[src/rtl/spi_slave_frontend.sv]
// rtl/spi_slave_frontend.sv - mode-0 SPI slave front end with command/data deframing and response serialiser
//
// Purpose:
//   Oversamples the asynchronous SPI pins with clk. It turns 8-bit command
//   frames (spi_cs_cmd) and 16-bit data frames (spi_cs_data) into single-cycle
//   valid pulses. During data frames it shifts a 16-bit response word out on
//   spi_sdo, MSB first.
//
// Ports:
//   clk          system clock
//   rst_n        asynchronous active-low reset
//   spi_scl      SPI clock from master (async)
//   spi_sdi      master-out serial data (async)
//   spi_cs_cmd   active-low select for command frames (async)
//   spi_cs_data  active-low select for data frames (async)
//   spi_sdo      slave-out serial data, always driven
//   tx_data      response word, loaded while no data frame is in progress
//   cmd_valid    1-cycle pulse, cmd_word updated
//   cmd_word     last complete command
//   data_valid   1-cycle pulse, data_word updated
//   data_word    last complete data word
//   frame_err    1-cycle pulse, malformed frame discarded

module spi_slave_frontend #(
   parameter int WIDTH_CMD   = 8,
   parameter int WIDTH_DATA  = 16,
   parameter int SYNC_STAGES = 2
) (
   input  logic                  clk,
   input  logic                  rst_n,
   input  logic                  spi_scl,
   input  logic                  spi_sdi,
   input  logic                  spi_cs_cmd,
   input  logic                  spi_cs_data,
   output logic                  spi_sdo,
   input  logic [WIDTH_DATA-1:0] tx_data,
   output logic                  cmd_valid,
   output logic [WIDTH_CMD-1:0]  cmd_word,
   output logic                  data_valid,
   output logic [WIDTH_DATA-1:0] data_word,
   output logic                  frame_err
);

   localparam int CNT_W = $clog2(WIDTH_DATA + 2);
   localparam logic [CNT_W-1:0] CNT_MAX  = CNT_W'(WIDTH_DATA + 1);
   localparam logic [CNT_W-1:0] CNT_CMD  = CNT_W'(WIDTH_CMD);
   localparam logic [CNT_W-1:0] CNT_DATA = CNT_W'(WIDTH_DATA);

   typedef enum logic [1:0] {
      IDLE = 2'd0,
      CMD  = 2'd1,
      DATA = 2'd2,
      ERR  = 2'd3
   } state_t;

   // Synchroniser chains. Index SYNC_STAGES-1 is the synchronised level and
   // index SYNC_STAGES is the history flop used for edge detection.
   logic [SYNC_STAGES:0]   scl_pipe;
   logic [SYNC_STAGES:0]   csc_pipe;
   logic [SYNC_STAGES:0]   csd_pipe;
   // sdi needs no history. Its synchronised level is taken from the same
   // stage as scl, so the bit shifted on scl_rise is the one the master
   // presented at its rising edge.
   logic [SYNC_STAGES-1:0] sdi_pipe;

   logic scl_s, scl_rise;
   logic csc_s, csc_fall;
   logic csd_s, csd_fall;
   logic sdi_s;
   logic both_idle;

   state_t                 state;
   logic [CNT_W-1:0]       bit_cnt;
   logic [WIDTH_DATA-1:0]  rx_shift;
   logic [WIDTH_DATA-1:0]  tx_shift;

   always_ff @(posedge clk or negedge rst_n) begin
      if (!rst_n) begin
         scl_pipe <= '0;
         sdi_pipe <= '0;
         csc_pipe <= '1;
         csd_pipe <= '1;
      end else begin
         scl_pipe <= {scl_pipe[SYNC_STAGES-1:0], spi_scl};
         sdi_pipe <= {sdi_pipe[SYNC_STAGES-2:0], spi_sdi};
         csc_pipe <= {csc_pipe[SYNC_STAGES-1:0], spi_cs_cmd};
         csd_pipe <= {csd_pipe[SYNC_STAGES-1:0], spi_cs_data};
      end
   end

   assign scl_s     = scl_pipe[SYNC_STAGES-1];
   assign scl_rise  = scl_s & ~scl_pipe[SYNC_STAGES];
   assign csc_s     = csc_pipe[SYNC_STAGES-1];
   assign csc_fall  = ~csc_s & csc_pipe[SYNC_STAGES];
   assign csd_s     = csd_pipe[SYNC_STAGES-1];
   assign csd_fall  = ~csd_s & csd_pipe[SYNC_STAGES];
   assign sdi_s     = sdi_pipe[SYNC_STAGES-1];
   assign both_idle = csc_s & csd_s;

   // Combinational from the shift register, so the response MSB is already
   // on the pin when the master drops CS.
   assign spi_sdo = tx_shift[WIDTH_DATA-1];

   always_ff @(posedge clk or negedge rst_n) begin
      if (!rst_n) begin
         state      <= IDLE;
         bit_cnt    <= '0;
         rx_shift   <= '0;
         tx_shift   <= '0;
         cmd_valid  <= 1'b0;
         cmd_word   <= '0;
         data_valid <= 1'b0;
         data_word  <= '0;
         frame_err  <= 1'b0;
      end else begin
         cmd_valid  <= 1'b0;
         data_valid <= 1'b0;
         frame_err  <= 1'b0;

         // Keep the response word tracking tx_data until a data frame owns it.
         if (state != DATA) begin
            tx_shift <= tx_data;
         end

         case (state)
            IDLE: begin
               // A fall is needed to start a frame. The chains preset to the
               // idle level, so a CS still low at reset release also counts.
               if (csc_fall || csd_fall) begin
                  if (!csc_s && !csd_s) begin
                     state <= ERR;
                  end else if (!csc_s) begin
                     state    <= CMD;
                     bit_cnt  <= '0;
                     rx_shift <= '0;
                  end else if (!csd_s) begin
                     state    <= DATA;
                     bit_cnt  <= '0;
                     rx_shift <= '0;
                  end
               end
            end

            CMD, DATA: begin
               if (both_idle) begin
                  state <= IDLE;
                  if (state == CMD && bit_cnt == CNT_CMD) begin
                     cmd_word  <= rx_shift[WIDTH_CMD-1:0];
                     cmd_valid <= 1'b1;
                  end else if (state == DATA && bit_cnt == CNT_DATA) begin
                     data_word  <= rx_shift;
                     data_valid <= 1'b1;
                  end else begin
                     frame_err <= 1'b1;
                  end
               end else if ((state == CMD) ? !csd_s : !csc_s) begin
                  // The other select joined mid-frame. The frame is
                  // discarded, and the error is reported once both are released.
                  state <= ERR;
               end else if (scl_rise) begin
                  rx_shift <= {rx_shift[WIDTH_DATA-2:0], sdi_s};
                  if (bit_cnt != CNT_MAX) begin
                     bit_cnt <= bit_cnt + CNT_W'(1);
                  end
                  // The master sampled sdo at this edge, so advance to the next bit.
                  if (state == DATA) begin
                     tx_shift <= {tx_shift[WIDTH_DATA-2:0], 1'b0};
                  end
               end
            end

            ERR: begin
               if (both_idle) begin
                  state     <= IDLE;
                  frame_err <= 1'b1;
               end
            end

            default: state <= IDLE;
         endcase
      end
   end

endmodule

[config.mk]
export PLATFORM = sky130hd
export DESIGN_NAME = spi_slave_frontend
export DESIGN_NICKNAME = d
export VERILOG_FILES = /design/src/rtl/spi_slave_frontend.sv
export SDC_FILE = /design/constraint.sdc
export NUM_CORES = 1
export LEC_CHECK = 0
export ABC_CLOCK_PERIOD_IN_PS = 5000
export BUFFER_PORTS_ARGS = -buffer_cell sky130_fd_sc_hd__buf_2
export CORE_ASPECT_RATIO = 0.9
export CORE_MARGIN = 2
export CORE_UTILIZATION = 40
export CTS_CLUSTER_DIAMETER = 120
export DETAILED_ROUTE_END_ITERATION = 8
export GPL_ROUTABILITY_DRIVEN = 0
export PLACE_DENSITY = 0.56
export RECOVER_POWER = 100
export SLEW_MARGIN = 15
export SYNTH_ARGS = -nofsm -noshare
export SYNTH_HDL_FRONTEND = slang
export SYNTH_SLANG_ARGS = --single-unit
[constraint.sdc]
create_clock -name clk -period 5 [get_ports clk]
set_input_delay 0.25 -clock clk [delete_from_list [all_inputs] [get_ports clk]]
set_output_delay 0.25 -clock clk [all_outputs]
set_load 0.02 [all_outputs]
# Word level (Yosys, flattened, before mapping)
# Index checks and enable logic that the tools add are counted.
# word_totals
register_bits	77
input_bits	22
output_inout_bits	28
wordCells	97
# op_classes
add_sub_neg	1
n_eq_ne	17
n_mux	44
n_bitwise	8
reduce_logical	14
# ops
operator	n
16-bit 2-to-1 mux	13
5-bit 2-to-1 mux	8
16-bit one-hot mux with 2 select lines	1
2-bit != test, second input constant	8
2-bit 2-to-1 mux	7
1-bit 2-to-1 mux	12
5-bit one-hot mux with 2 select lines	1
4-bit AND reduction	2
8-bit AND reduction	1
7-bit AND reduction	1
3-bit != test, second input constant	2
2-bit one-hot mux with 3 select lines	1
5-bit by 1-bit adder with 5-bit output, second input constant	1
5-bit by 4-bit == test with 1-bit output, second input constant	1
5-bit == test, second input constant	1
5-bit != test, second input constant	1
1-bit AND	4
2-bit == test, second input constant	2
4-bit != test, second input constant	1
1-bit NOT	4
1-bit logical AND	3
3-bit AND reduction	1
2-bit by 1-bit == test with 1-bit output, second input constant	1
1-bit logical NOT	2
5 further kinds	5

# Logic depth before layout (Yosys ltp)
# depth
ltp_word	7
ltp_mapped	8
ltp_nobuf	6

# Worst setup path before layout
# No wires, ideal clock.
# synth_timing
path_kind	flip-flop to flip-flop
from	register state[0]
to	register data_word[10]
setup_time_ps	125
t_arrival_ps	1724
required_ps	4875
path_slack_ps	3151
path_stages_with_launch	9
n_path_buf	3
synth_period_minus_slack_ps	1849
cell_sequence	dfrtp_1 inv_1 ha_1 buf_2 nand3_1 or2_1 buf_4 buf_6 mux2_4
# synth_between
elab_chain_len	4
word_cells_on_any_way	7
classes_between	eq/ne (2); bitwise (1); reduce/logical (4)
# synth_rtl
element	line_no	text
start, declared	72	state_t state;
start signal, assigned	106	state <= IDLE;
start signal, assigned	131	state <= ERR;
start signal, assigned	133	state <= CMD;
2-bit by 1-bit == test with 1-bit output	125, 147	
1-bit logical AND	147	if (state == CMD && bit_cnt == CNT_CMD) begin
1-bit NOT (no source line)	--	
4-bit AND reduction (no source line) *	--	
end signal, assigned	151	data_word <= rx_shift;
end, declared	40	output logic [WIDTH_DATA-1:0] data_word,
# Mark *: on every way between the ends. The rest lies on a longest branch, timed or not.
# A chain may end at the register's enable or synchronous reset.

# Worst setup path in the final report
# layout_timing
from	register state[0]
to	register data_word[7]
# The elaborated chain is that of the path after synthesis.

==> out/metrics.cfg <==
[status]
outcome=finished with violations
violations=max-capacitance violations, max-slew violations

[floorplan]
die_w_microns=100
io_pins=50
coreArea_sq_um=8030
rows=31
die_area_sq_um=9030
die_height_microns=90.4
initial_core_util_pct=41.3

[global_route]
grtUsageTotal_pct=14.0
met3_usage_pct=5.34
grt.busiest_layer=met2
grt_pass1_vias=2015
grt_pass1_wl_mm=9.89
grt_max_degree=78
grt_overflow=0
met1_usage_pct=19.7
antenna_found_initial=0
gr-usage-met2_pct=19.8

[clock_network]
numClockSinks=77
ctsLongestPathBuffers=2
cts_resized=0
cts_tree=yes
path_clk_slew_ns=0.08
htree_levels=3
clock_latency_ns=0.34
cts-root-buf=clkbuf_8
numCtsBuffers=9

[sta]
fmax_ghz=0.340
hold_ws_ns=0.0177
hold_viol_final=0
slew-limit-headroom_pct=-23.1
setup_viol=0
clock_skew_ns=0.00923
min_period_ns=2.94
tightest_slew_ns=1.84
setup_tns_ns=0
post-route-period-util_pct=58.8
maxSlewViolCount=17
rsz0062_at_grt=no

[placement]
numPortBuffers=49
hpwl_mm=3.63

[logic_synthesis]
ys_top_cells_by_count=dfrtp_1 (71), mux2i_1 (17), nor2_1 (17), a22o_1 (16), a21oi_1 (15)
yosysUniqueCellTypes=43
netlist_area_sq_um=3310
synth_edf_count=0
synth_flop_cell=dfrtp_1
synth_nets=283
syn_inst=254
avgSynthCellArea_sq_um=13.0
synth_area_leaders=dfrtp_1 (54%), mux2i_1 (5.1%), dfstp_2 (4.8%)
yosysTopAreaCell=dfrtp_1
ys_seq_area_share_pct=58.4
synth_top_area_share_pct=53.6
synth.most_common_cell=dfrtp_1
synth-async-reset-ratio_pct=100
synth-seq-cells=77
ys.warnings.count=0

[power_and_ir_drop]
ir_drop_mv=0.206
p_per_area_nw_per_um2=476
p_total_mw=1.79
p_leak_nw=1.89

[critical_path]
cp.required_ns=5.23
path_max_fanout=33
cp-start-kind=flop
worstSetupPathType=reg -> reg
endpoint_kind=flop
timing.rr.start=state[0]
worst-r2r-cell-count=5
arrival_ns=3.16
rrSetupSlack_ns=2.06
reg2reg_to=data_word[7]

[route]
wl_per_cell_microns=13.9
drt_iter0_markers=58
via_count=2049
drtPass1Iterations=4
final_antenna_net_count=0
via_per_inst=5.02
wl_mm=5.68
drc=0

[worst_hold_path]
min_path_type=in -> async

[final_layout]
nets=333
antennaDiodeCount=0
fillers=771
drive_gt1_share_pct=18.4
syn2layout_area_growth_pct=13.6

[flow_run]
cap_violations=1

## cell usage in the layout (no fill, tap or decap), types with 2 or more instances in the layout
master,synthesis,routed
clkbuf_8,0,12
or2_0,0,2
a22o_1,16,16
dfstp_1,0,2
a31oi_1,2,2
ha_1,7,7
inv_1,9,9
nand2b_1,2,2
o211ai_1,1,2
mux2_2,13,14
and3_1,3,3
a21oi_1,15,15
nand3_1,9,9
nand2_1,5,5
dlygate4sd3_1,0,4
nor3_1,3,3
mux2i_1,17,17
nand4b_1,2,2
a221o_1,3,3
dfrtp_1,71,71
buf_2,6,20
dfstp_2,6,4
o21ai_0,4,5
clkbuf_1,5,29
mux2_1,6,14
nor2b_1,2,2
nor2_1,17,17
nor4_1,2,2
## cell type report
class                      instances  area (sq um)  share of cell area, %
clock buffer                      13           169                   4.49
clock inverter                     3          42.5                   1.13
inverter                           9          33.8                  0.898
multi-input combinational        154          1210                   32.1
sequential                        77          1930                   51.4
tap                               99           124                   3.29
timing repair buffer              53           253                   6.72
## timing repair
item                      CTS  global route
hold endpoints to repair    4             0
hold buffers                4             0
buffers inserted            0             0
## state kept, by name, summed over array words and instances, names as in the netlist
register,flops
tx_shift,16
csd_pipe,3
state,2
data_word,16
data_valid,1
scl_pipe,3
sdi_pipe,2
csc_pipe,3
cmd_valid,1
frame_err,1
rx_shift,16
bit_cnt,5
cmd_word,8
## kinds of logic (layout without fill, tap and decap cells)
group / Yosys count / count (layout) / share of synthesized area [%]
muxes: 45 / 45 / 15.7
DFF: 77 / 77 / 58.4
and+or+nand+nor: 56 / 56 / 9.44
adders and majority gates: 7 / 7 / 2.64
buffers and inverters: 23 / 78 / 3.66
AOI/OAI and AO/OA: 46 / 46 / 10.2
## worst max path at each step
stage / end / slack, ns / start / cells past startpoint
after detailed placement: data_word[7] / 2.22 / state[0] / 5
after CTS: data_word[12] / 2.21 / state[0] / 5
final: data_word[7] / 2.06 / state[0] / 5
after global placement: data_word[12] / 2.28 / state[0] / 5
after floorplan: data_word[10] / 3.15 / state[0] / 8
after global routing: data_word[12] / 1.70 / state[0] / 5
## where the power goes
| part | switching [mW] | internal, mW | leakage [nW] |
|---|---|---|---|
| clock network | 0.219 | 0.271 | 0.106 |
| logic | 0.303 | 0.197 | 0.790 |
| registers | 0.0736 | 0.727 | 0.990 |
| total | 0.596 | 1.19 | 1.89 |
## stage by stage
step                      utilization (%)  instance area, sq um  std cells  worst slack (ns)
after global routing                 46.9                  3760        408              1.70
after CTS                            48.0                  3850        408              2.21
after global placement               44.8                  3600        388              2.28
final                                46.9                  3760        408              2.06
after floorplan                         -                  3310        254              3.15
after detailed placement             44.8                  3600        388              2.22
## per-layer routing
metal,vias to the layer above,wire length (microns)
li1,1007,-
met4,0,74
met2,45,2450
met1,989,2870
met5,-,0
met3,8,280
## worst max-delay path, cell delays in order (launching register included)
cell and delay (ns):
dfrtp_1 0.40, inv_1 0.10, ha_1 0.88, nand4b_1 0.22, or2_0 0.71, mux2_1 0.51
(Power assumes the default switching activity.)
